File: config.mk
export PLATFORM = sky130hd
export DESIGN_NAME = commit_trace_tx
export DESIGN_NICKNAME = d
export VERILOG_FILES = /design/src/rtl/commit_trace_tx.sv
export SDC_FILE = /design/constraint.sdc
export NUM_CORES = 1
export LEC_CHECK = 0
export ABC_AREA = 1
export CAP_MARGIN = 20
export CORE_MARGIN = 1
export CORE_UTILIZATION = 59
export DETAILED_ROUTE_END_ITERATION = 8
export GPL_ROUTABILITY_DRIVEN = 0
export MAX_ROUTING_LAYER = met4
export PLACE_DENSITY = 0.76
export SYNTH_ARGS = -nofsm -noshare
export SYNTH_HDL_FRONTEND = slang
export SYNTH_SLANG_ARGS = --single-unit
File: constraint.sdc
create_clock -name clk -period 10.6 [get_ports clk]
set_clock_uncertainty 0.05 [all_clocks]
set_input_delay 1.59 -clock clk [delete_from_list [all_inputs] [get_ports clk]]
set_output_delay 1.59 -clock clk [all_outputs]
set_load 0.01 [all_outputs]
File: src/rtl/commit_trace_tx.sv
// rtl/commit_trace_tx.sv - commit trace record FIFO and byte-frame serializer (optional COMMIT_TRACE_CHECKSUM_EN)
module commit_trace_tx #(
  parameter int DEPTH = 4
) (
  input  logic        clk,
  input  logic        reset_n,
  input  logic        commit_valid,
  input  logic [31:0] commit_pc,
  input  logic [31:0] commit_instr,
  input  logic        commit_reg_write,
  input  logic [4:0]  commit_rd,
  input  logic [31:0] commit_rd_wdata,
  input  logic        commit_mem_we,
  input  logic [31:0] commit_mem_addr,
  input  logic [31:0] commit_mem_wdata,
  output logic [7:0]  tx_data,
  output logic        tx_valid,
  input  logic        tx_ready,
  output logic        busy,
  output logic [7:0]  drop_cnt
);

  localparam int AW = (DEPTH > 1) ? $clog2(DEPTH) : 1;
  localparam logic [AW:0] FULL_COUNT = (AW + 1)'(DEPTH);

  // Byte positions in the full frame layout; sections absent from a record are skipped.
  localparam logic [4:0] POS_RD   = 5'd11;
  localparam logic [4:0] POS_MEM  = 5'd16;
  localparam logic [4:0] POS_TAIL = 5'd24;

  typedef struct packed {
    logic [31:0] pc;
    logic [31:0] instr;
    logic [4:0]  rd;
    logic [31:0] rd_wdata;
    logic [31:0] mem_addr;
    logic [31:0] mem_wdata;
    logic [7:0]  seq;
    logic        d;
    logic        m;
    logic        w;
  } rec_t;

  typedef enum logic {IDLE, SEND} state_t;

  rec_t          mem [DEPTH];
  rec_t          head;
  rec_t          wr_rec;
  logic [AW-1:0] wr_ptr;
  logic [AW-1:0] rd_ptr;
  logic [AW:0]   count;
  logic [AW:0]   count_nxt;
  logic [7:0]    seq;
  logic          drop_pending;
  state_t        state;
  logic [4:0]    byte_idx;
  logic [4:0]    idx_nxt;
  logic [7:0]    byte_nxt;
  logic [7:0]    csum;
  logic          full;
  logic          push;
  logic          pop;
  logic          is_last;

  // Byte at a given layout position; multi-byte fields are little-endian.
  function automatic logic [7:0] frame_byte(input rec_t r, input logic [4:0] idx);
    logic [1:0] lo;
    logic [7:0] b;
    // pc starts at 3 and instr at 7, both congruent to 3 mod 4
    lo = idx[1:0] + 2'd1;
    b  = 8'h00;
    case (idx)
      5'd0:                       b = 8'hA5;
      5'd1:                       b = {5'b0, r.d, r.m, r.w};
      5'd2:                       b = r.seq;
      5'd3,  5'd4,  5'd5,  5'd6:  b = r.pc[{lo, 3'b000} +: 8];
      5'd7,  5'd8,  5'd9,  5'd10: b = r.instr[{lo, 3'b000} +: 8];
      5'd11:                      b = {3'b000, r.rd};
      5'd12, 5'd13, 5'd14, 5'd15: b = r.rd_wdata[{idx[1:0], 3'b000} +: 8];
      5'd16, 5'd17, 5'd18, 5'd19: b = r.mem_addr[{idx[1:0], 3'b000} +: 8];
      5'd20, 5'd21, 5'd22, 5'd23: b = r.mem_wdata[{idx[1:0], 3'b000} +: 8];
      default:                    b = 8'h00;
    endcase
    return b;
  endfunction

  // Next emitted position, jumping over the register and memory sections when absent.
  function automatic logic [4:0] next_index(input rec_t r, input logic [4:0] idx);
    logic [4:0] n;
    n = idx + 5'd1;
    if (n == POS_RD && !r.w) n = POS_MEM;
    if (n == POS_MEM && !r.m) n = POS_TAIL;
    return n;
  endfunction

  assign head      = mem[rd_ptr];
  assign full      = (count == FULL_COUNT);
  assign push      = commit_valid && !full;
  assign idx_nxt   = next_index(head, byte_idx);
  assign byte_nxt  = (idx_nxt == POS_TAIL) ? csum : frame_byte(head, idx_nxt);
  assign pop       = (state == SEND) && tx_valid && tx_ready && is_last;
  assign count_nxt = count + (AW + 1)'(push) - (AW + 1)'(pop);

`ifdef COMMIT_TRACE_CHECKSUM_EN
  assign is_last = (byte_idx == POS_TAIL);
`else
  assign is_last = (idx_nxt == POS_TAIL);
`endif

  // Snapshot of the retiring instruction with its flags, sequence and drop marker.
  always_comb begin
    wr_rec           = '0;
    wr_rec.pc        = commit_pc;
    wr_rec.instr     = commit_instr;
    wr_rec.rd        = commit_rd;
    wr_rec.rd_wdata  = commit_rd_wdata;
    wr_rec.mem_addr  = commit_mem_addr;
    wr_rec.mem_wdata = commit_mem_wdata;
    wr_rec.seq       = seq;
    wr_rec.d         = drop_pending;
    wr_rec.m         = commit_mem_we;
    wr_rec.w         = commit_reg_write && (commit_rd != 5'd0);
  end

  // Record storage; entries are only read while counted, so they need no reset.
  always_ff @(posedge clk) begin
    if (push) mem[wr_ptr] <= wr_rec;
  end

  // FIFO pointers, sequence numbering and drop bookkeeping.
  always_ff @(posedge clk or negedge reset_n) begin
    if (!reset_n) begin
      wr_ptr       <= '0;
      rd_ptr       <= '0;
      count        <= '0;
      seq          <= 8'd0;
      drop_pending <= 1'b0;
      drop_cnt     <= 8'd0;
    end else begin
      if (push) wr_ptr <= wr_ptr + AW'(1);
      if (pop)  rd_ptr <= rd_ptr + AW'(1);
      count <= count_nxt;
      if (commit_valid) seq <= seq + 8'd1;
      if (commit_valid && full) begin
        drop_pending <= 1'b1;
        if (drop_cnt != 8'hFF) drop_cnt <= drop_cnt + 8'd1;
      end else if (push) begin
        drop_pending <= 1'b0;
      end
    end
  end

  // Frame serializer: registered byte stream, next frame starts without a bubble.
  always_ff @(posedge clk or negedge reset_n) begin
    if (!reset_n) begin
      state    <= IDLE;
      tx_valid <= 1'b0;
      tx_data  <= 8'h00;
      byte_idx <= 5'd0;
      csum     <= 8'h00;
      busy     <= 1'b0;
    end else begin
      busy <= (count != '0) || (state == SEND);
      case (state)
        IDLE: begin
          if (count != '0) begin
            state    <= SEND;
            tx_valid <= 1'b1;
            tx_data  <= 8'hA5;
            byte_idx <= 5'd0;
            csum     <= 8'hA5;
          end
        end
        SEND: begin
          if (tx_valid && tx_ready) begin
            if (is_last) begin
              if (count_nxt != '0) begin
                tx_data  <= 8'hA5;
                byte_idx <= 5'd0;
                csum     <= 8'hA5;
              end else begin
                state    <= IDLE;
                tx_valid <= 1'b0;
              end
            end else begin
              byte_idx <= idx_nxt;
              tx_data  <= byte_nxt;
              csum     <= csum ^ byte_nxt;
            end
          end
        end
        default: state <= IDLE;
      endcase
    end
  end

endmodule
* Word level (Yosys, flattened, before mapping) *
Memories as Yosys holds them, arrays and structs flattened.
Index checks and enable logic that the tools add are counted.

operators by class
  add/subtract/negate cells = 8
  equal/unequal tests = 33
  shift-type cells = 5
  muxes and demuxes = 31
  bitwise operators = 2
  reductions and logical operators = 26

operators with widths
  cell                                                  count
  variable part select 32 x 6 -> 8 bit                  5
  one-hot mux 8 bit (9 select lines)                    1
  2-to-1 mux 8 bit                                      7
  equality test 5 bit (second input constant)           10
  equality test 5 x 4 -> 1 bit (second input constant)  9
  one-hot mux 8 bit (2 select lines)                    2
  2-to-1 mux 5 bit                                      6
  equality test 5 x 3 -> 1 bit (second input constant)  4
  OR reduction 4 bit                                    5
  adder 8 x 1 -> 8 bit (second input constant)          2
  2-to-1 mux 1 bit                                      12
  equality test 5 x 2 -> 1 bit (second input constant)  2
  one-hot mux 5 bit (2 select lines)                    1
  logical AND 1 bit                                     9
  != test 8 bit (second input constant)                 1
  bitwise XOR 8 bit                                     1
  adder 2 x 1 -> 2 bit (second input constant)          3
  nonzero test 3 bit                                    2
  adder 5 x 1 -> 5 bit (second input constant)          1
  equality test 5 x 1 -> 1 bit (second input constant)  1
  logical NOT 5 bit                                     1
  nonzero test 5 bit                                    1
  != test 2 x 1 -> 1 bit (second input constant)        2
  != test 2 bit (second input constant)                 2
  other kinds (12)                                      15

word-level totals
  bits in registers = 48
  bits in writable memories = 704
  input bits = 171
  output and inout port bits = 18
  word-level logic and storage cells = 118
  memories kept = 1

memories
  name  words  bits a word  read ports  clocked after Yosys merged registers in  write ports  line  RTL
  mem   4      176          1           0                                        1            46    rec_t mem [DEPTH];

* Logic depth before layout (Yosys ltp) *
  word-level depth = 15
  gate-level depth with buffers = 34
  mapped depth without buffers = 33

* Least setup slack after synthesis *
No wires, ideal clock.

  path kind = input port to flip-flop
  start = input port commit_valid
  end = memory mem[0][0] in the netlist's numbering, enable pin
  library setup time = 0.715 ns
  arrival = 9.346 ns
  required time = 9.835 ns
  path slack = 0.489 ns
  stages = 3
  path buffers = 1
  cell sequence = clkbuf_1 nand2_1 nor2_1

on the way
  word-level cells in the longest chain between the ends = 3

RTL lines
  item                                    line  RTL
  start: declaration                      7     input logic commit_valid,
  logical AND 1 bit                       98    assign push = commit_valid && !full;
  2-to-1 mux 1 bit                        127   if (push) mem[wr_ptr] <= wr_rec;
  2-to-1 mux 1 bit (implied by the code)  127
  end: declaration                        46

No other way between the ends.

* Worst setup path in the final report *
  start = register rd_ptr[0]
  end = register tx_data[7]

on the way
  elaborated cells on any way between the ends = 54
  those cells by class = add/sub: 2; eq/ne: 26; shift: 5; mux: 7; reduce/logical: 13; memory: 1

RTL lines
  item                                         line  RTL
  start: declaration                           50    logic [AW-1:0] rd_ptr;
  start signal: assignment                     141   if (pop) rd_ptr <= rd_ptr + AW'(1);
  memory (4 x 176 bit) (*)                     n/a
  logical NOT 1 bit                            91    if (n == POS_RD && !r.w) n = POS_MEM;
  logical AND 1 bit                            91
  2-to-1 mux 5 bit                             91
  equality test 5 bit                          92    if (n == POS_MEM && !r.m) n = POS_TAIL;
  logical AND 1 bit                            92
  2-to-1 mux 5 bit (*)                         92
  equality test 5 bit (*)                      107   assign is_last = (idx_nxt == POS_TAIL);
  logical AND 1 bit (*)                        101   assign pop = (state == SEND) && tx_valid && tx_ready && is_last;
  named net pop                                62    logic pop;
  subtractor 3 x 1 -> 3 bit (*)                102   assign count_nxt = count + (AW + 1)'(push) - (AW + 1)'(pop);
  named net count_nxt[2]                       52    logic [AW:0] count_nxt;
  nonzero test 3 bit (*)                       177   if (count_nxt != '0) begin
  != test 3 x 2 -> 1 bit (no source line) (*)  n/a
  AND reduction 3 bit (no source line) (*)     n/a
  end signal: assignment                       187   tx_data <= byte_nxt;
  end: declaration                             16    output logic [7:0] tx_data,

The timed path passes the listed nets; every way through them passes the cells marked *. The select of a mux whose other input is x is not followed.
A chain may end at the register's enable or synchronous reset.

==> out/qor.yml <==
floorplan:
  io_pins: 189
  fp-row-count: 82
  die-area_um2: 51670
  core-area_um2: 50070
  die_width_um: 227.3
  start_util_pct: 59.82
  fp.dieH_um: 227.3
detailed_routing:
  wirelength_um: 74570
  vias: 19890
  via_per_inst: 6.212
  dr.pass1.iters: 6
  antenna_left: 0
  drt-wirelength-per-cell_um: 23.29
  drc_errors: 0
  drtIter0Drc: 2474
critical_path:
  cp-start-kind: "register"
  critPathKind: "reg -> reg"
  crit_top_cell: "nand2_1"
  slowest_delay_ns: 0.95
  cp.arrival_ns: 6.85
  worstPathRequired_ns: 11.06
  path_max_fanout: 99
  worstSetupEndpointType: "register"
  crit_slowest_cell: "dfrtp_4"
pwr:
  power_frac_seq_pct: 45.6
  share_comb_of_total_power_pct: 26.1
  switching_share_pct: 32.64
  ir_drop_mv: 0.1653
  p_leak_nw: 11.98
  power.internal_w: 0.006047
  power_frac_clock_pct: 28.3
  switchingPower_w: 0.002930
  finalPower_w: 0.008977
  powerDensity_nw_per_um2: 259.4
min_path:
  hold_path_class: "reg -> reg"
sta:
  setup_viol: 0
  fin_tns_setup_ns: 0
  rsz0062_at_grt: "false"
  tightest_slew_ns: 1.162
  post-route-min-period_ns: 6.388
  final_hold_viol_count: 0
  fin_crit_sh_pct: 60.26
  drv_slew: 0
  max_slew_margin_pct: 22.53
  fmax_mhz: 156.5
  timing.hold.ws_ns: 0.4645
grt:
  grt_overflow: 0
  grt_pass1_wl_um: 111800
  grt_max_degree: 130
  track_usage_pct: 30.20
  grt_pass1_vias: 19198
  antenna_found_initial: 0
yosys:
  ys_ff_latch: 744
  synth.distinct_cells: 47
  syn_area_per_cell_um2: 12.83
  synthFlopType: "edfxtp_1"
  syn_area_um2: 29950
  ys_async_sr_fraction_pct: 5.376
  synth_edf_count: 704
  synth_nets: 2521
  yosys_warnings: 0
  seq_area_frac_synth_pct: 73.92
  synth_cells: 2334
finish:
  final_util_pct: 69.13
  multi_input_area_um2: 6975
  syn2layout_area_growth_pct: 15.56
  final_cell_mix: "edfxtp_1 (704), nand2_1 (405), nor2_1 (228), o21ai_0 (212), clkdlybuf4s50_1 (187)"
  seqCellArea_um2: 22150
  fin_nets: 2660
  layout_commonest_cell: "edfxtp_1"
  drive_gt1_share_pct: 6.245
  fillers: 3474
  antenna_cells: 0
job:
  drv_cap: 0
cts:
  cts_root_buffer: "clkbuf_16"
  cts_tree: "built"
  cts_htree_levels: 3
  postCtsSetupBuffers: 0
  clk_path_buf_depth: 3
  ctsHoldBuffers: 0
  clock_latency_ns: 0.61
  cts.sinks: 744
  path_clk_slew_ns: 0.06
  cts_made_buffers: 74
  cts_resized: 0
run_status:
  status: "finished clean"
placement:
  numPortBuffers: 188
  hpwlAfterDp_um: 44610
## state kept, by name, indices dropped and copies added (netlist names)
signal / flops
rd_ptr: 2
tx_valid: 1
tx_data: 8
busy: 1
wr_ptr: 2
byte_idx: 5
count: 3
drop_pending: 1
seq: 8
drop_cnt: 8
state: 1
mem: 704
## power by group through the flow
| stage | clock [W] | sequential [W] | combinational, W |
|---|---|---|---|
| 5_1_grt | 0.00268 | 0.00413 | 0.00253 |
| 4_1_cts | 0.00257 | 0.00409 | 0.00232 |
| 3_3_place_gp | 0 | 0.00412 | 0.00226 |
| 3_5_place_dp | 0 | 0.00414 | 0.00230 |
| 6_report | 0.00254 | 0.00409 | 0.00235 |
| 2_1_floorplan | 0 | 0.00424 | 0.00148 |
## layer usage
| layer | vias up | GRT usage [%] | wire length, µm |
|---|---|---|---|
| met3 | 174 | 4.801 | 7118 |
| met2 | 1126 | 45.88 | 35270 |
| li1 | 8832 | - | - |
| met5 | - | - | 0 |
| met4 | 0 | 12.47 | 2910 |
| met1 | 9758 | 41.09 | 29270 |
## critical path, delay by kind of cell (launching register included)
| family | cells | cell delay [ns] |
|---|---|---|
| and+or+nand+nor | 18 | 2.85 |
| AOI/OAI and AO/OA | 1 | 0.12 |
| xor gates and xnor gates | 2 | 0.40 |
| buffers and inverters | 7 | 0.91 |
| DFF | 1 | 0.95 |
| adders and majority gates | 4 | 0.99 |
## final cells by class
type	count	share of cell area, %
clock buffers	96	5.896
multi-input cells	1379	20.15
clock inverters	37	0.8423
well taps	672	2.429
repair buffers	212	5.979
flip-flops and latches	744	63.99
inverters	62	0.7121
## per-stage QoR
stage / worst slack (ns) / area [µm²] / std cells
floorplan: 0.4887 / 29950 / 2334
global placement: 4.532 / 32280 / 3069
detailed placement: 4.288 / 32280 / 3069
CTS: 4.248 / 34610 / 3202
global route: 3.646 / 34610 / 3202
finish: 4.212 / 34610 / 3202
## synthesized netlist by cell type, types with 2 or more instances
| cell | instances | share of area [%] |
|---|---|---|
| nand2_2 | 5 | 0.10 |
| nor3_1 | 7 | 0.12 |
| a21oi_1 | 107 | 1.8 |
| nand2_1 | 405 | 5.1 |
| dfrtp_1 | 40 | 3.3 |
| nand3_1 | 161 | 2.7 |
| a22o_1 | 2 | 0.058 |
| nor2_2 | 3 | 0.063 |
| buf_6 | 3 | 0.11 |
| o21ai_0 | 212 | 3.5 |
| edfxtp_1 | 704 | 71 |
| ha_1 | 15 | 0.63 |
| xnor2_1 | 4 | 0.12 |
| a32o_1 | 66 | 2.2 |
| inv_1 | 55 | 0.69 |
| nand2_4 | 2 | 0.075 |
| a211oi_1 | 3 | 0.075 |
| xor2_1 | 17 | 0.50 |
| clkbuf_1 | 95 | 1.2 |
| and2_1 | 2 | 0.042 |
| o22ai_1 | 96 | 2.0 |
| buf_4 | 5 | 0.13 |
| nand4_1 | 7 | 0.15 |
| nor2_1 | 232 | 2.9 |
| buf_1 | 12 | 0.15 |
| inv_2 | 6 | 0.075 |
| buf_2 | 34 | 0.57 |
| nand3_2 | 5 | 0.17 |
| nor2_4 | 2 | 0.075 |
| o21ai_1 | 6 | 0.10 |
| nand3b_1 | 4 | 0.10 |
| o211ai_1 | 2 | 0.050 |
## worst paths after layout
path / depth (start not counted) / end / slack, ns / from
min in group asynchronous: 1 / drop_cnt[5] / 1.08 / reset_n
hold / removal: 1 / drop_cnt[7] / 0.46 / drop_cnt[7]
hold reg to reg: 1 / drop_cnt[7] / 0.46 / drop_cnt[7]
max in group asynchronous: 1 / rd_ptr[1] / 8.71 / reset_n
setup reg to reg: 32 / tx_data[7] / 4.21 / rd_ptr[0]
setup / recovery: 32 / tx_data[7] / 4.21 / rd_ptr[0]
## kinds of logic after synthesis
family,Yosys count,synth area share [%]
simple gates,840,11.73
xor+xnor,21,0.6140
buf+inv,211,2.928
fa+ha+maj,16,0.6934
compound gates,502,10.11
flops,744,73.92
No activity file was read; power rests on OpenSTA's default activity.
